**src/rtl/or_tb_pkg.sv**
```systemverilog
// Shared types for the OR-gate exerciser: FSM states, vector order, first-fail record.
// No latency or backpressure of its own; pure declarations.
package or_tb_pkg;

  typedef enum logic [2:0] {
    IDLE   = 3'd0,
    DRIVE  = 3'd1,
    SETTLE = 3'd2,
    CHECK  = 3'd3,
    DONE   = 3'd4
  } state_t;

  // Sweep order {a,b}: 00, 01, 10, 11, packed with vector 0 in the low bits.
  localparam logic [7:0] VEC_ORDER = 8'b11_10_01_00;

  localparam int unsigned SET_W  = 4;
  localparam int unsigned PASS_W = 8;

  typedef struct packed {
    logic vld;
    logic a;
    logic b;
  } fail_vec_t;

  function automatic logic [1:0] vec_at(input logic [1:0] idx);
    return VEC_ORDER[{idx, 1'b0} +: 2];
  endfunction

endpackage

```
**src/rtl/sat_counter.sv**
```systemverilog
// Up-counter that sticks at all-ones instead of wrapping; clear wins over increment.
// Latency: count visible one cycle after inc; no backpressure.
module sat_counter #(
  parameter int W = 8
) (
  input  logic         clk,
  input  logic         rst_n,
  input  logic         clr,
  input  logic         inc,
  output logic [W-1:0] cnt
);

  always_ff @(posedge clk or negedge rst_n) begin
    if (!rst_n) begin
      cnt <= '0;
    end else if (clr) begin
      cnt <= '0;
    end else if (inc && (cnt != {W{1'b1}})) begin
      cnt <= cnt + W'(1);
    end
  end

endmodule

```
**src/rtl/or_gate_exerciser.sv**
```systemverilog
// Sweeps the 4 input vectors of a 2-input OR gate NUM_PASSES times and scores Y against a|b.
// Latency: SETTLE_CYC+2 cycles per vector; no backpressure, start is ignored while busy.
module or_gate_exerciser
  import or_tb_pkg::*;
#(
  parameter int SETTLE_CYC = 2,
  parameter int NUM_PASSES = 1,
  parameter int CNT_W      = 8
) (
  input  logic             clk,
  input  logic             rst_n,
  input  logic             start,
  input  logic             abort,
  output logic             a_out,
  output logic             b_out,
  input  logic             y_in,
  output logic             busy,
  output logic             done,
  output logic [CNT_W-1:0] pass_cnt,
  output logic [CNT_W-1:0] fail_cnt,
  output logic [2:0]       first_fail_vec
);

  state_t            state;
  state_t            state_nxt;
  logic [SET_W-1:0]  settle_cnt;
  logic [1:0]        vec_idx;
  logic [PASS_W-1:0] pass_idx;
  fail_vec_t         ffv;

  logic last_vec;
  logic match;
  logic clr_run;
  logic inc_pass;
  logic inc_fail;

  assign last_vec       = (vec_idx == 2'd3) && (pass_idx == PASS_W'(NUM_PASSES - 1));
  assign match          = (y_in == (a_out | b_out));
  assign first_fail_vec = ffv;

  always_ff @(posedge clk or negedge rst_n) begin
    if (!rst_n) begin
      state <= IDLE;
    end else begin
      state <= state_nxt;
    end
  end

  always_comb begin
    state_nxt = state;
    if (abort) begin
      state_nxt = IDLE;
    end else begin
      case (state)
        IDLE, DONE: if (start) state_nxt = DRIVE;
        DRIVE:      state_nxt = SETTLE;
        SETTLE:     if (settle_cnt == '0) state_nxt = CHECK;
        CHECK:      state_nxt = last_vec ? DONE : DRIVE;
        default:    state_nxt = IDLE;
      endcase
    end
  end

  // Abort freezes the counters, so every strobe is gated by it.
  always_comb begin
    busy     = (state == DRIVE) || (state == SETTLE) || (state == CHECK);
    done     = (state == DONE);
    clr_run  = !abort && ((state == IDLE) || (state == DONE)) && start;
    inc_pass = !abort && (state == CHECK) && match;
    inc_fail = !abort && (state == CHECK) && !match;
  end

  always_ff @(posedge clk or negedge rst_n) begin
    if (!rst_n) begin
      a_out      <= 1'b0;
      b_out      <= 1'b0;
      settle_cnt <= '0;
      vec_idx    <= '0;
      pass_idx   <= '0;
      ffv        <= '0;
    end else if (abort) begin
      a_out <= 1'b0;
      b_out <= 1'b0;
    end else begin
      case (state)
        IDLE, DONE: begin
          if (start) begin
            vec_idx  <= '0;
            pass_idx <= '0;
            ffv      <= '0;
          end
        end
        DRIVE: begin
          {a_out, b_out} <= vec_at(vec_idx);
          settle_cnt     <= SET_W'(SETTLE_CYC - 1);
        end
        SETTLE: begin
          if (settle_cnt != '0) settle_cnt <= settle_cnt - SET_W'(1);
        end
        CHECK: begin
          if (!match && !ffv.vld) ffv <= {1'b1, a_out, b_out};
          if (!last_vec) begin
            vec_idx <= vec_idx + 2'd1;
            if (vec_idx == 2'd3) pass_idx <= pass_idx + PASS_W'(1);
          end
        end
        default: ;
      endcase
    end
  end

  sat_counter #(.W(CNT_W)) u_pass_cnt (
    .clk   (clk),
    .rst_n (rst_n),
    .clr   (clr_run),
    .inc   (inc_pass),
    .cnt   (pass_cnt)
  );

  sat_counter #(.W(CNT_W)) u_fail_cnt (
    .clk   (clk),
    .rst_n (rst_n),
    .clr   (clr_run),
    .inc   (inc_fail),
    .cnt   (fail_cnt)
  );

endmodule

```
**config.mk**
```make
export PLATFORM = sky130hd
export DESIGN_NAME = or_gate_exerciser
export DESIGN_NICKNAME = d
export VERILOG_FILES = /design/src/rtl/or_tb_pkg.sv /design/src/rtl/sat_counter.sv /design/src/rtl/or_gate_exerciser.sv
export SDC_FILE = /design/constraint.sdc
export NUM_CORES = 1
export LEC_CHECK = 0
export ABC_AREA = 1
export CAP_MARGIN = 5
export CORE_MARGIN = 1
export CORE_UTILIZATION = 45
export CTS_CLUSTER_DIAMETER = 100
export DETAILED_ROUTE_END_ITERATION = 7
export PLACE_DENSITY = 0.66
export SLEW_MARGIN = 20
export SYNTH_ARGS = -nofsm -noshare
export SYNTH_HDL_FRONTEND = slang
export SYNTH_HIERARCHICAL = 1
export SYNTH_SLANG_ARGS = --single-unit
```
**constraint.sdc**
```tcl
create_clock -name clk -period 6.6 [get_ports clk]
set_input_delay 1.32 -clock clk [delete_from_list [all_inputs] [get_ports clk]]
set_output_delay 1.32 -clock clk [all_outputs]
set_load 0.02 [all_outputs]
```
---- Word-level counts from Yosys, hierarchy flattened ----
Cells that the tools add are included.
storage, ports and cells
  output and inout port bits .............. 23
  input port bits ......................... 5
  memory bits (writable) .................. 0
  bits in registers ....................... 38
  logic and storage cells ................. 89
  memory bits (read-only) ................. 0
  latch bits .............................. 0
  memories kept ........................... 0
operators by class
  add/sub/neg operators ................... 5
  equality and inequality tests ........... 15
  shift operators ......................... 1
  multiplexer cells ....................... 25
  divide/modulo/power cells ............... 0
  bitwise gates (word level) .............. 2
  $mul .................................... 0
  reduce and logical (&&, ||, !) cells .... 30
  $lt $le $gt $ge ......................... 0
operators with widths
  kind                                                      count
  2-to-1 mux 8 bit                                          7
  adder 8 x 1 -> 8 bit, second input constant               3
  2-to-1 mux 3 bit                                          6
  != test 8 bit, second input constant                      2
  one-hot mux 8 bit (2 select lines)                        1
  one-hot mux 3 bit (4 select lines)                        1
  nonzero test 2 bit                                        5
  logical AND 1 bit                                         9
  zero test 8 bit                                           1
  one-hot mux 4 bit (2 select lines)                        1
  AND reduction 4 bit                                       2
  indexed part select 8 x 4 -> 2 bit, first input constant  1
  equality test 3 x 2 -> 1 bit, second input constant       2
  != test 2 bit, second input constant                      3
  != test 3 bit, second input constant                      2
  one-hot mux 3 bit (2 select lines)                        1
  AND reduction 5 bit                                       1
  zero test 4 bit                                           1
  2-to-1 mux 1 bit                                          4
  2-to-1 mux 2 bit                                          2
  2-to-1 mux 4 bit                                          1
  != test 2 x 1 -> 1 bit, second input constant             2
  one-hot mux 2 bit (2 select lines)                        1
  nonzero test 4 bit                                        1
  14 further kinds                                          18

---- Logic depth before layout (Yosys ltp) ----
Gate-level depths: netlist of run 1.
  word-level depth ........................ 7
  mapped depth ............................ 10

---- Modules after synthesis ----
The synthesis of run 1 kept the hierarchy.
by module, submodules not included
  module             area each (µm²)  seq. area each (µm²)  instances  cells an instance
  or_gate_exerciser  1,366.3          550.5                 1          189
  sat_counter        511.7            200.2                 2          74

---- Worst setup path after synthesis of run 1 ----
Ideal clock, no wire load.
  path kind ............................... input to register
  start ................................... input start
  end ..................................... register u_fail_cnt.cnt[3]
  required time ........................... 6.482 ns
  stages on the path ...................... 7
  setup slack ............................. 3.743 ns
  library setup time ...................... 0.118 ns
  data arrival time ....................... 2.739 ns
  cell sequence ........................... inv_1 > nor3_1 > inv_1 > nand2_4 > clkinv_4 > nand2_1 > nand2_1
on the way
  word-level cells in the longest chain between the ends .. 2
RTL lines
  element                                                 RTL line                 RTL
  start, declared                                         or_gate_exerciser.sv:12  input logic start,
  logical AND 1 bit (*)                                   or_gate_exerciser.sv:68  clr_run = !abort && ((state == IDLE) || (state == DONE)) && start;
  via clr_run                                             or_gate_exerciser.sv:33  logic clr_run;
  2-to-1 mux 8 bit or nonzero test 2 bit (tied branches)  --
  end signal, assigned                                    sat_counter.sv:19        cnt <= cnt + W'(1);
  end, declared                                           sat_counter.sv:10        output logic [W-1:0] cnt
Mark *: on every way through the listed nets, which the timed path passes. The rest lies on a longest branch.
A chain may end at the register's enable or synchronous reset.

---- Worst setup path after layout of run 1 ----
  start ................................... register state[0]
  end ..................................... output done
on the way
  word-level cells in the longest chain between the ends .. 1
RTL lines
  element                 RTL line                 RTL
  start, declared         or_gate_exerciser.sv:24  state_t state;
  start signal, assigned  or_gate_exerciser.sv:45  state <= state_nxt;
  equality test 3 bit     or_gate_exerciser.sv:67  done = (state == DONE);
  end, declared           or_gate_exerciser.sv:18  output logic done,
No other way between the ends.

==> impl_results.html, run 1 <==
<table>
<tr><th>Metric</th><th>Value</th></tr>
<tr><th colspan="2">Cells and area</th></tr>
<tr><td>ANT cells</td><td>0</td></tr>
<tr><td>Final standard cell utilization of the core</td><td>a little under three fifths</td></tr>
<tr><td>Final-stage net count</td><td>384</td></tr>
<tr><td>Area grow syn2layout</td><td>18.5%</td></tr>
<tr><td># fillers</td><td>about 510</td></tr>
<tr><td>Share of final-layout standard cells stronger than drive strength 1</td><td>under 10%</td></tr>
<tr><th colspan="2">Die</th></tr>
<tr><td>Number of standard-cell rows in the floorplan</td><td>26</td></tr>
<tr><td>Initial standard-cell utilization of the core</td><td>a little under half</td></tr>
<tr><td>Chip Height</td><td>74.9 um</td></tr>
<tr><td>Number of ports placed on the die boundary</td><td>28</td></tr>
<tr><td>Die area</td><td>roughly 5600 um2</td></tr>
<tr><td>Die Wd</td><td>between 70 and 80 um</td></tr>
<tr><td>Core Footprint</td><td>5110 um2</td></tr>
<tr><th colspan="2">Route</th></tr>
<tr><td>Total wire length</td><td>slightly above 5 mm</td></tr>
<tr><td>Number of remaining DRC errors</td><td>0</td></tr>
<tr><td>Pre-antenna DRT Iters</td><td>4</td></tr>
<tr><td>Number of nets with antenna violations after detailed routing</td><td>0</td></tr>
<tr><td>Detail-routed net length per standard cell</td><td>approximately 11 um</td></tr>
<tr><td>Overall via count from detail_route</td><td>approximately 2100</td></tr>
<tr><td>Routed vias/inst</td><td>between 4 and 5</td></tr>
<tr><td>Drt first-iter violations</td><td>130</td></tr>
<tr><th colspan="2">Timing</th></tr>
<tr><td>Highest Clock Rate</td><td>between 0.3 and 0.4 GHz</td></tr>
<tr><td>Slew at the pin with the worst max-slew slack</td><td>between 0.8 and 0.9 ns</td></tr>
<tr><td>Final number of hold-violating endpoints</td><td>0</td></tr>
<tr><td>Unrepaired setup endpoints after global routing</td><td>false</td></tr>
<tr><td>Tightest slew margin relative to the limit</td><td>between 40% and 50%</td></tr>
<tr><td>Setup Total Neg Slack</td><td>0 ns</td></tr>
<tr><td>Slew Limit Fails</td><td>0</td></tr>
<tr><td>Post-route clock skew</td><td>~0.0047 ns</td></tr>
<tr><td>Post-layout min period</td><td>3.17 ns</td></tr>
<tr><td>Final-report setup violation count</td><td>0</td></tr>
<tr><td>Crit share post-route</td><td>a little under half</td></tr>
<tr><th colspan="2">Yosys</th></tr>
<tr><td>Number of distinct library cells after synthesis</td><td>26</td></tr>
<tr><td>Syn Std Cell Area</td><td>around 2400 um2</td></tr>
<tr><td>Syn. warnings</td><td>6</td></tr>
<tr><td>Synthesized area per cell</td><td>approximately 7.1 um2</td></tr>
<tr><td>Synth Net Count</td><td>~350</td></tr>
<tr><td>Number of instances in the synthesized netlist</td><td>~340</td></tr>
<tr><td>Sequential-to-total area share from yosys stat</td><td>around two fifths</td></tr>
<tr><td>Register bit total from synthesis</td><td>38</td></tr>
<tr><th colspan="2">Min path</th></tr>
<tr><td>Worst min-delay path class</td><td>flop to flop</td></tr>
<tr><th colspan="2">Power</th></tr>
<tr><td>Ratio of total power to cell area</td><td>about 240 nW/um2</td></tr>
<tr><td>Gate power share</td><td>around 33%</td></tr>
<tr><td>Static leakage</td><td>between 0.001 and 0.0015 uW</td></tr>
<tr><td>Cell-internal power</td><td>435 uW</td></tr>
<tr><td>Net Sw Frac</td><td>a little over a third</td></tr>
<tr><td>Clock network fraction of design power</td><td>between 20% and 30%</td></tr>
<tr><td>Net switching component of the power</td><td>~250 uW</td></tr>
<tr><td>Highest ir drop seen on vdd</td><td>~130 uV</td></tr>
<tr><td>Sequential cell fraction of total power</td><td>43.9%</td></tr>
<tr><th colspan="2">Clock network</th></tr>
<tr><td>Max H-tree Level</td><td>2</td></tr>
<tr><td>Maximum number of buffers from clock root to sink</td><td>2</td></tr>
<tr><td>Total setup buffers inserted after CTS</td><td>0</td></tr>
<tr><td>Clock tree from TritonCTS</td><td>built</td></tr>
<tr><td>Number of buffers inserted for hold repair after clock tree synthesis</td><td>0</td></tr>
<tr><td>Cell chosen for the clock root</td><td>clkbuf_8</td></tr>
<tr><td>CTS buffer count</td><td>5</td></tr>
<tr><td>Clk sinks</td><td>38</td></tr>
<tr><td>Worst-Skew Late Latency</td><td>slightly below 0.3 ns</td></tr>
<tr><td>Count of cells resized by post-cts repair</td><td>0</td></tr>
<tr><td>Clock edge transition at the registers on the reported setup and hold paths</td><td>~0.07 ns</td></tr>
<tr><th colspan="2">Placement</th></tr>
<tr><td>Global placer's final weighted congestion</td><td>between 0.9 and 1</td></tr>
<tr><td>HPWL after detailed placement</td><td>~3.7 mm</td></tr>
<tr><td>I/O Buffers</td><td>27</td></tr>
<tr><th colspan="2">GRT</th></tr>
<tr><td>Global routing met3 resource utilization</td><td>4.55%</td></tr>
<tr><td>First-pass GRT wire length</td><td>8.84 mm</td></tr>
<tr><td>Antenna violations before repair</td><td>0</td></tr>
<tr><td>GRT met2 Usage</td><td>31.8%</td></tr>
<tr><td>Via count of the first global-routing pass</td><td>1927</td></tr>
<tr><td>Global routing usage on met1</td><td>29.5%</td></tr>
<tr><td>Final global-route overflow total</td><td>0</td></tr>
<tr><td>Pin count of the biggest net entering global routing</td><td>39</td></tr>
<tr><td>Busiest grt layer</td><td>met2</td></tr>
<tr><td>GRT Resource Usage Total</td><td>approximately 21%</td></tr>
<tr><th colspan="2">Job</th></tr>
<tr><td>Max-cap violations</td><td>0</td></tr>
<tr><th colspan="2">Outcome</th></tr>
<tr><td>Run status</td><td>complete, no violations</td></tr>
<tr><th colspan="2">Critical path</th></tr>
<tr><td>Maximum fanout count along the critical path</td><td>7</td></tr>
<tr><td>Category of the worst setup path capture point</td><td>output pin</td></tr>
<tr><td>Arrival time worst endpoint</td><td>between 1.5 and 2 ns</td></tr>
<tr><td>Launching element type of the critical path</td><td>flop</td></tr>
<tr><td>WP data required</td><td>5.28 ns</td></tr>
<tr><td>Setup CP Type</td><td>flop to output pin</td></tr>
</table>
==> cell usage in the layout (no fill, tap or decap), drive strengths merged, types with 2 or more instances in the layout <==
| master | n |
|---|---|
| a21oi | 14 |
| buf | 2 |
| clkbuf | 6 |
| clkdlybuf4s50 | 26 |
| clkinv | 2 |
| dfrtp | 38 |
| ha | 7 |
| inv | 48 |
| nand2 | 121 |
| nand3 | 39 |
| nor2 | 35 |
| nor3 | 8 |
| o21ai | 15 |
| o21bai | 4 |
| xor2 | 2 |
==> synth_stat cells <==
cell	number	area [um2]
a21oi_1	12	60.1
a21oi_2	2	17.5
clkinv_4	2	17.5
dfrtp_1	38	951
ha_1	7	87.6
inv_1	47	176
inv_2	1	3.75
nand2_1	113	424
nand2_2	6	37.5
nand2_4	2	22.5
nand3_1	35	175
nand3_2	3	30.0
nand3_4	1	17.5
nand4_1	1	6.26
nor2_1	26	97.6
nor2_2	6	37.5
nor2_4	2	22.5
nor2_8	1	20.0
nor3_1	8	40.0
o211ai_1	1	7.51
o21ai_0	9	45.0
o21ai_1	6	30.0
o21bai_1	4	30.0
or2_2	1	6.26
xnor2_1	1	8.76
xor2_1	2	17.5
==> layout make-up <==
| cell class | count | area (um2) | share of cell area [%] |
|---|---|---|---|
| Tap cell | 70 | 87.6 | 3.09 |
| Sequential cell | 38 | 951 | 33.6 |
| Multi-Input combinational cell | 249 | 1240 | 43.8 |
| Inverter | 50 | 198 | 6.98 |
| Timing Repair Buffer | 28 | 273 | 9.63 |
| Clock buffer | 6 | 82.6 | 2.92 |
==> worst paths after layout <==
check                                        startpoint                             to  slack, ns  cells after the start
worst max-delay path               state[0]$_DFFE_PN0P_                           done       3.43                      4
worst min-delay path            pass_idx[6]$_DFFE_PN0P_        pass_idx[6]$_DFFE_PN0P_       0.49                      2
worst max register to register     state[2]$_DFFE_PN0P_  u_fail_cnt/cnt[7]$_DFFE_PN0P_       4.55                      8
worst min register to register  pass_idx[6]$_DFFE_PN0P_        pass_idx[6]$_DFFE_PN0P_       0.49                      2
max in group asynchronous                         rst_n  u_fail_cnt/cnt[7]$_DFFE_PN0P_       4.92                      1
min in group asynchronous                         rst_n        pass_idx[7]$_DFFE_PN0P_       1.14                      1
==> registers in the layout (all words and copies together), names as in the netlist <==
register and count:
b_out 1, u_fail_cnt/cnt 8, state 3, first_fail_vec 3, settle_cnt 4, vec_idx 2, u_pass_cnt/cnt 8, a_out 1
pass_idx 8
==> per-layer routing <==
metal / routed length [um] / share of wire (%)
met4: 63 / 1.3
met1: 2590 / 51
met3: 142 / 2.8
met5: 0 / 0
met2: 2240 / 44
==> kinds of logic after synthesis <==
logic type | count (synthesis) | synth area share [%]
flops | 38 | 39.8
compound gates | 34 | 7.96
simple gates | 205 | 39.2
fa+ha+maj | 7 | 3.66
buf+inv | 50 | 8.27
xor+xnor | 3 | 1.10
==> power groups by stage <==
stage               sequential (uW)  clock, uW  combinational (uW)
floorplan                       320          0                 127
global placement                305          0                 222
detailed placement              305          0                 225
CTS                             301        167                 225
global route                    307        175                 255
finish                          300        160                 224
==> critical path, cell delays in order, from the launching register on <==
cell and delay [ns]:
dfrtp_1 0.46, nor2_2 0.27, inv_1 0.12, nor2_1 0.10, clkdlybuf4s50_1 0.61
==> metrics by stage <==
step                      hold slack (ns)  total power [uW]  area [um2]  instances  setup WS [ns]
after floorplan                     0.442               447        2390        337           3.74
after global placement              0.459               527        2750        435           3.66
after detailed placement            0.467               529        2750        435           3.61
after CTS                           0.485               693        2830        441           3.41
after global routing                0.509               737        2830        441           3.29
final                               0.486               684        2830        441           3.43
(Power assumes the default switching activity.)
==> run 2: changes to the inputs <==
Settings changed: PLACE_DENSITY 0.66 to 0.69.
Clock period 6.6 ns to 2.82 ns, I/O delays scaled along.
==> impl_results.html, run 2 (same netlist as run 1, synthesis figures left out) <==
<table>
<tr><th>Metric</th><th>Value</th></tr>
<tr><th colspan="2">Timing</th></tr>
<tr><td>Post-route clock skew</td><td>0.00624 ns (was 0.00469 ns)</td></tr>
<tr><td>Unrepaired setup endpoints after global routing</td><td>false (unchanged)</td></tr>
<tr><td>Slew Limit Fails</td><td>0 (unchanged)</td></tr>
<tr><td>Crit share post-route</td><td>86.3%</td></tr>
<tr><td>Tightest slew margin relative to the limit</td><td>41.2% (was 42.8%)</td></tr>
<tr><td>Post-layout min period</td><td>about 2.4 ns</td></tr>
<tr><td>Setup Total Neg Slack</td><td>0 ns (unchanged)</td></tr>
<tr><td>Slew at the pin with the worst max-slew slack</td><td>0.882 ns (was 0.858 ns)</td></tr>
<tr><td>Highest Clock Rate</td><td>between 0.4 and 0.5 GHz</td></tr>
<tr><td>Final number of hold-violating endpoints</td><td>0 (unchanged)</td></tr>
<tr><td>Final-report setup violation count</td><td>0 (unchanged)</td></tr>
<tr><th colspan="2">Placement</th></tr>
<tr><td>I/O Buffers</td><td>27 (unchanged)</td></tr>
<tr><td>Global placer's final weighted congestion</td><td>0.820 (was 0.902)</td></tr>
<tr><td>HPWL after detailed placement</td><td>3.58 mm (was 3.65 mm)</td></tr>
<tr><th colspan="2">Clock network</th></tr>
<tr><td>CTS buffer count</td><td>5 (unchanged)</td></tr>
<tr><td>Worst-Skew Late Latency</td><td>0.30 ns (was 0.29 ns)</td></tr>
<tr><td>Maximum number of buffers from clock root to sink</td><td>2 (unchanged)</td></tr>
<tr><td>Cell chosen for the clock root</td><td>clkbuf_8 (unchanged)</td></tr>
<tr><td>Max H-tree Level</td><td>2 (unchanged)</td></tr>
<tr><td>Number of buffers inserted for hold repair after clock tree synthesis</td><td>0 (unchanged)</td></tr>
<tr><td>Clock edge transition at the registers on the reported setup and hold paths</td><td>0.08 ns (was 0.07 ns)</td></tr>
<tr><td>Clock tree from TritonCTS</td><td>built (unchanged)</td></tr>
<tr><td>Count of cells resized by post-cts repair</td><td>0 (unchanged)</td></tr>
<tr><td>Clk sinks</td><td>38 (unchanged)</td></tr>
<tr><td>Total setup buffers inserted after CTS</td><td>0 (unchanged)</td></tr>
<tr><th colspan="2">Cells and area</th></tr>
<tr><td>Largest regs</td><td>pass_idx x8, u_fail_cnt/cnt x8, u_pass_cnt/cnt x8 (unchanged)</td></tr>
<tr><td>Area grow syn2layout</td><td>18.9% (was 18.5%)</td></tr>
<tr><td>Most common cell after layout, fill and taps aside</td><td>nand2_1 (unchanged)</td></tr>
<tr><td>Share of final-layout standard cells stronger than drive strength 1</td><td>9.65% (was 9.43%)</td></tr>
<tr><td>Final-stage net count</td><td>384 (unchanged)</td></tr>
<tr><td>Most frequent cells in the layout</td><td>113 x nand2_1, 47 x inv_1, 38 x dfrtp_1, 35 x nand3_1 (unchanged)</td></tr>
<tr><td>ANT cells</td><td>0 (unchanged)</td></tr>
<tr><th colspan="2">Die</th></tr>
<tr><td>Core Footprint</td><td>5110 um2 (unchanged)</td></tr>
<tr><td>Number of ports placed on the die boundary</td><td>28 (unchanged)</td></tr>
<tr><td>Die area</td><td>5610 um2 (unchanged)</td></tr>
<tr><td>Die Wd</td><td>74.9 um (unchanged)</td></tr>
<tr><td>Number of standard-cell rows in the floorplan</td><td>26 (unchanged)</td></tr>
<tr><td>Initial standard-cell utilization of the core</td><td>46.8% (unchanged)</td></tr>
<tr><td>Chip Height</td><td>74.9 um (unchanged)</td></tr>
<tr><th colspan="2">Outcome</th></tr>
<tr><td>Run status</td><td>complete, no violations (unchanged)</td></tr>
<tr><th colspan="2">GRT</th></tr>
<tr><td>Via count of the first global-routing pass</td><td>1862 (was 1927)</td></tr>
<tr><td>Pin count of the biggest net entering global routing</td><td>39 (unchanged)</td></tr>
<tr><td>Antenna violations before repair</td><td>0 (unchanged)</td></tr>
<tr><td>Final global-route overflow total</td><td>0 (unchanged)</td></tr>
<tr><td>First-pass GRT wire length</td><td>8.34 mm (was 8.84 mm)</td></tr>
<tr><td>GRT Resource Usage Total</td><td>19.7% (was 20.7%)</td></tr>
<tr><th colspan="2">Critical path</th></tr>
<tr><td>Setup CP Type</td><td>flop to output pin (unchanged)</td></tr>
<tr><td>Arrival time worst endpoint</td><td>1.87 ns (was 1.85 ns)</td></tr>
<tr><td>Maximum fanout count along the critical path</td><td>7 (unchanged)</td></tr>
<tr><td>WP data required</td><td>2.26 ns (was 5.28 ns)</td></tr>
<tr><td>R2r worst-path depth</td><td>8 (unchanged)</td></tr>
<tr><td>Category of the worst setup path capture point</td><td>output pin (unchanged)</td></tr>
<tr><td>Launching element type of the critical path</td><td>flop (unchanged)</td></tr>
<tr><th colspan="2">Power</th></tr>
<tr><td>Highest ir drop seen on vdd</td><td>328 uV (was 132 uV)</td></tr>
<tr><td>Total Power</td><td>1630 uW (was 684 uW)</td></tr>
<tr><td>Static leakage</td><td>0.00133 uW (about the same)</td></tr>
<tr><td>Ratio of total power to cell area</td><td>573 nW/um2 (was 242 nW/um2)</td></tr>
<tr><th colspan="2">Route</th></tr>
<tr><td>Routed vias/inst</td><td>4.83 (was 4.86)</td></tr>
<tr><td>Number of nets with antenna violations after detailed routing</td><td>0 (unchanged)</td></tr>
<tr><td>Overall via count from detail_route</td><td>2139 (was 2144)</td></tr>
<tr><td>Number of remaining DRC errors</td><td>0 (unchanged)</td></tr>
<tr><td>Total wire length</td><td>4.99 mm (was 5.04 mm)</td></tr>
<tr><td>Drt first-iter violations</td><td>124 (was 130)</td></tr>
<tr><td>Pre-antenna DRT Iters</td><td>4 (unchanged)</td></tr>
<tr><td>Detail-routed net length per standard cell</td><td>11.3 um (was 11.4 um)</td></tr>
<tr><th colspan="2">Min path</th></tr>
<tr><td>Worst min-delay path class</td><td>primary input to async pin (was flop to flop)</td></tr>
<tr><th colspan="2">Job</th></tr>
<tr><td>Max-cap violations</td><td>0 (unchanged)</td></tr>
</table>
==> run 2: cell types whose count changed in the layout (fill, tap and decap cells not counted) <==
| cell | before | now |
|---|---|---|
| clkbuf_1 | 0 | 1 |
| clkinv_2 | 0 | 1 |
==> run 2: worst max-delay path, cell delays in order (launching register included) <==
cell and delay [ns]:
dfrtp_1 0.47, nor2_2 0.26, inv_1 0.12, nor2_1 0.10, clkdlybuf4s50_1 0.61
==> run 2: cell type report <==
class	count	area, um2
Inverter	50	198
Clock inverter	1	5.00
Clock buffer	7	86.3
Sequential cell	38	951
Timing Repair Buffer	28	273
Fill cell	533	2270
Tap cell	70	87.6
Multi-Input combinational cell	249	1240
==> run 2: path summary, 6_finish.rpt <==
check / from / slack (ns) / to
setup / recovery: state[0]$_DFFE_PN0P_ / 0.39 / done
hold / removal: rst_n / 0.38 / pass_idx[7]$_DFFE_PN0P_
setup reg to reg: state[2]$_DFFE_PN0P_ / 0.85 / u_fail_cnt/cnt[7]$_DFFE_PN0P_
hold reg to reg: pass_idx[6]$_DFFE_PN0P_ / 0.48 / pass_idx[6]$_DFFE_PN0P_
max in group asynchronous: rst_n / 1.89 / u_fail_cnt/cnt[7]$_DFFE_PN0P_
min in group clk: pass_idx[6]$_DFFE_PN0P_ / 0.48 / pass_idx[6]$_DFFE_PN0P_
==> run 2: where the power goes <==
part           switching [uW]  internal [uW]  total [uW]
Clock                     206            198         403
Sequential               91.1            614         705
Combinational             306            214         521
Total                     603           1030        1630
==> run 2: metal layers <==
metal  GRT usage, %  vias up  routed length (um)
li1               -     1129                   -
met5              0        -                   0
met3           4.02        6                 192
met1           27.3      971                2510
met4           6.29        0                  65
met2           30.8       33                2230
==> run 2: through the flow <==
| step | hold WS [ns] | util, % | cell area (um2) | instances | setup slack, ns |
|---|---|---|---|---|---|
| 2_1_floorplan | 0.268 | - | 2390 | 337 | 0.611 |
| 4_1_cts | 0.419 | 55.6 | 2840 | 443 | 0.364 |
| 3_5_place_dp | 0.472 | 53.8 | 2750 | 435 | 0.601 |
| 3_3_place_gp | 0.460 | 53.8 | 2750 | 435 | 0.633 |
| 5_1_grt | 0.456 | 55.6 | 2840 | 443 | 0.299 |
| 6_report | 0.377 | 55.6 | 2840 | 443 | 0.386 |
==> run 3: changes to the inputs <==
Settings changed: RECOVER_POWER set to 50.
==> impl_results.html, run 3 (same netlist as run 1, synthesis figures left out) <==
<table>
<tr><th>Metric</th><th>Value</th></tr>
<tr><th colspan="2">Timing</th></tr>
<tr><td>Post-route clock skew</td><td>0.00657 ns (was 0.00624 ns)</td></tr>
<tr><td>Tightest slew margin relative to the limit</td><td>-42.3% (was 41.2%)</td></tr>
<tr><td>Final-report setup violation count</td><td>0 (unchanged)</td></tr>
<tr><td>Setup Total Neg Slack</td><td>0 ns (unchanged)</td></tr>
<tr><td>Crit share post-route</td><td>86.3% (about the same)</td></tr>
<tr><td>Slew at the pin with the worst max-slew slack</td><td>2.13 ns (was 0.882 ns)</td></tr>
<tr><td>Post-layout min period</td><td>2.43 ns (about the same)</td></tr>
<tr><td>Slew Limit Fails</td><td>39 (was 0)</td></tr>
<tr><td>Final number of hold-violating endpoints</td><td>0 (unchanged)</td></tr>
<tr><td>Unrepaired setup endpoints after global routing</td><td>false (unchanged)</td></tr>
<tr><td>Highest Clock Rate</td><td>0.411 GHz (about the same)</td></tr>
<tr><th colspan="2">Min path</th></tr>
<tr><td>Worst min-delay path class</td><td>flop to flop (was primary input to async pin)</td></tr>
<tr><th colspan="2">GRT</th></tr>
<tr><td>Antenna violations before repair</td><td>0 (unchanged)</td></tr>
<tr><td>Pin count of the biggest net entering global routing</td><td>39 (unchanged)</td></tr>
<tr><td>First-pass GRT wire length</td><td>8.34 mm (unchanged)</td></tr>
<tr><td>Final global-route overflow total</td><td>0 (unchanged)</td></tr>
<tr><td>GRT Resource Usage Total</td><td>19.7% (unchanged)</td></tr>
<tr><td>Via count of the first global-routing pass</td><td>1862 (unchanged)</td></tr>
<tr><th colspan="2">Route</th></tr>
<tr><td>Number of nets with antenna violations after detailed routing</td><td>0 (unchanged)</td></tr>
<tr><td>Overall via count from detail_route</td><td>2130 (was 2139)</td></tr>
<tr><td>Pre-antenna DRT Iters</td><td>4 (unchanged)</td></tr>
<tr><td>Routed vias/inst</td><td>4.81 (was 4.83)</td></tr>
<tr><td>Drt first-iter violations</td><td>122 (was 124)</td></tr>
<tr><td>Number of remaining DRC errors</td><td>0 (unchanged)</td></tr>
<tr><td>Total wire length</td><td>5.00 mm (was 4.99 mm)</td></tr>
<tr><td>Detail-routed net length per standard cell</td><td>11.3 um (about the same)</td></tr>
<tr><th colspan="2">Critical path</th></tr>
<tr><td>Launch instance of the worst register-to-register path</td><td>state[2]$_DFFE_PN0P_ (unchanged)</td></tr>
<tr><td>Category of the worst setup path capture point</td><td>output pin (unchanged)</td></tr>
<tr><td>WP data required</td><td>2.26 ns (about the same)</td></tr>
<tr><td>Maximum fanout count along the critical path</td><td>7 (unchanged)</td></tr>
<tr><td>R2r worst-path depth</td><td>8 (unchanged)</td></tr>
<tr><td>Launching element type of the critical path</td><td>flop (unchanged)</td></tr>
<tr><td>Internal reg-to-reg setup slack</td><td>0.77 ns (was 0.85 ns)</td></tr>
<tr><td>Worst setup path start</td><td>state[0]$_DFFE_PN0P_ (unchanged)</td></tr>
<tr><td>Reg2Reg Capture Point</td><td>u_fail_cnt/cnt[7]$_DFFE_PN0P_ (unchanged)</td></tr>
<tr><td>Arrival time worst endpoint</td><td>1.87 ns (about the same)</td></tr>
<tr><td>Endpoint of the most critical setup path</td><td>done (unchanged)</td></tr>
<tr><td>Setup CP Type</td><td>flop to output pin (unchanged)</td></tr>
<tr><th colspan="2">Cells and area</th></tr>
<tr><td>Most common cell after layout, fill and taps aside</td><td>nand2_1 (unchanged)</td></tr>
<tr><td>Share of final-layout standard cells stronger than drive strength 1</td><td>8.31% (was 9.65%)</td></tr>
<tr><td>Area grow syn2layout</td><td>18.2% (was 18.9%)</td></tr>
<tr><td>Final std cell area, no fill</td><td>2830 um2 (was 2840 um2)</td></tr>
<tr><td>Final-stage net count</td><td>384 (unchanged)</td></tr>
<tr><td>ANT cells</td><td>0 (unchanged)</td></tr>
<tr><td>Largest regs</td><td>pass_idx x8, u_fail_cnt/cnt x8, u_pass_cnt/cnt x8 (unchanged)</td></tr>
<tr><td>Non-filler cells in the finished layout</td><td>443 (unchanged)</td></tr>
<tr><td>Most frequent cells in the layout</td><td>114 x nand2_1, 48 x inv_1, 38 x dfrtp_1, 36 x nand3_1, 27 x nor2_1 (was 113 x nand2_1, 47 x inv_1, 38 x dfrtp_1, 35 x nand3_1)</td></tr>
<tr><th colspan="2">Die</th></tr>
<tr><td>Die area</td><td>5610 um2 (unchanged)</td></tr>
<tr><td>Number of standard-cell rows in the floorplan</td><td>26 (unchanged)</td></tr>
<tr><td>Die Wd</td><td>74.9 um (unchanged)</td></tr>
<tr><td>Number of ports placed on the die boundary</td><td>28 (unchanged)</td></tr>
<tr><td>Chip Height</td><td>74.9 um (unchanged)</td></tr>
<tr><td>Core Footprint</td><td>5110 um2 (unchanged)</td></tr>
<tr><td>Initial standard-cell utilization of the core</td><td>46.8% (unchanged)</td></tr>
<tr><th colspan="2">Clock network</th></tr>
<tr><td>CTS buffer count</td><td>5 (unchanged)</td></tr>
<tr><td>Number of buffers inserted for hold repair after clock tree synthesis</td><td>0 (unchanged)</td></tr>
<tr><td>Cell chosen for the clock root</td><td>clkbuf_8 (unchanged)</td></tr>
<tr><td>Max H-tree Level</td><td>2 (unchanged)</td></tr>
<tr><td>Count of cells resized by post-cts repair</td><td>0 (unchanged)</td></tr>
<tr><td>Total setup buffers inserted after CTS</td><td>0 (unchanged)</td></tr>
<tr><td>Worst-Skew Late Latency</td><td>0.30 ns (about the same)</td></tr>
<tr><td>Clock tree from TritonCTS</td><td>built (unchanged)</td></tr>
<tr><td>Maximum number of buffers from clock root to sink</td><td>2 (unchanged)</td></tr>
<tr><td>Clk sinks</td><td>38 (unchanged)</td></tr>
<tr><td>Clock edge transition at the registers on the reported setup and hold paths</td><td>0.08 ns (about the same)</td></tr>
<tr><th colspan="2">Outcome</th></tr>
<tr><td>Run status</td><td>complete, but fails checks (was complete, no violations)</td></tr>
<tr><td>Failing checks</td><td>max-capacitance violations, max-slew violations</td></tr>
<tr><th colspan="2">Placement</th></tr>
<tr><td>Global placer's final weighted congestion</td><td>0.820 (unchanged)</td></tr>
<tr><td>Number of placed cells counting well taps</td><td>435 (unchanged)</td></tr>
<tr><td>I/O Buffers</td><td>27 (unchanged)</td></tr>
<tr><td>Standard cell area after detailed placement</td><td>2750 um2 (unchanged)</td></tr>
<tr><td>HPWL after detailed placement</td><td>3.58 mm (unchanged)</td></tr>
<tr><th colspan="2">Job</th></tr>
<tr><td>Max-cap violations</td><td>1 (was 0)</td></tr>
<tr><th colspan="2">Power</th></tr>
<tr><td>Highest ir drop seen on vdd</td><td>328 uV (about the same)</td></tr>
<tr><td>Static leakage</td><td>0.00133 uW (about the same)</td></tr>
<tr><td>Ratio of total power to cell area</td><td>574 nW/um2 (was 573 nW/um2)</td></tr>
</table>
-- run 3: cell types whose count changed in the layout (fill, tap and decap cells not counted), sizes merged --
cell,change
clkdlybuf4s50,-1
dlygate4sd3,+1
buf,-1
clkbuf,+1
-- run 3: area by class of cell --
class,count,area (um2)
clock buffer,7,86.3
clock inverter,1,5.00
fill,537,2280
inverter,50,198
multi-input combinational,249,1230
sequential,38,951
tap,70,87.6
timing repair buffer,28,272
-- run 3: metal layers --
metal	vias to the layer above	part of all wire, %	global-route usage (%)
met1	966	51	27.3
met5	-	0	0
li1	1132	-	-
met4	0	1.3	6.29
met3	6	3.0	4.02
met2	26	45	30.8
-- run 3: how the worst min path moves through the flow --
stage / from / to / slack [ns] / cells past startpoint
3_3_place_gp: pass_idx[6]$_DFFE_PN0P_ / pass_idx[6]$_DFFE_PN0P_ / 0.46 / 2
5_1_grt: pass_idx[6]$_DFFE_PN0P_ / pass_idx[6]$_DFFE_PN0P_ / 0.53 / 2
6_report: pass_idx[6]$_DFFE_PN0P_ / pass_idx[6]$_DFFE_PN0P_ / 0.48 / 2
3_5_place_dp: pass_idx[6]$_DFFE_PN0P_ / pass_idx[6]$_DFFE_PN0P_ / 0.47 / 2
2_1_floorplan: rst_n / a_out$_DFFE_PN0P_ / 0.27 / 0
4_1_cts: rst_n / u_pass_cnt/cnt[2]$_DFFE_PN0P_ / 0.42 / 1
-- run 3: worst max-delay path: stages, from the launching register on --
cell	delay, ns
dfrtp_1	0.47
nor2_2	0.26
inv_1	0.13
nor2_1	0.10
clkdlybuf4s50_1	0.61
-- run 3: through the flow --
stage | util [%] | power [uW] | hold slack [ns] | setup slack (ns)
2_1_floorplan | - | 1050 | 0.268 | 0.611
3_3_place_gp | 53.8 | 1230 | 0.460 | 0.633
3_5_place_dp | 53.8 | 1240 | 0.472 | 0.601
4_1_cts | 55.6 | 1650 | 0.419 | 0.364
5_1_grt | 55.3 | 1730 | 0.534 | 0.267
6_report | 55.3 | 1620 | 0.485 | 0.387
-- run 3: where the power goes --
part	switching (uW)	total, uW	internal [uW]
logic	302	513	211
clock network	206	404	198
registers	90.7	705	614
total	599	1620	1020
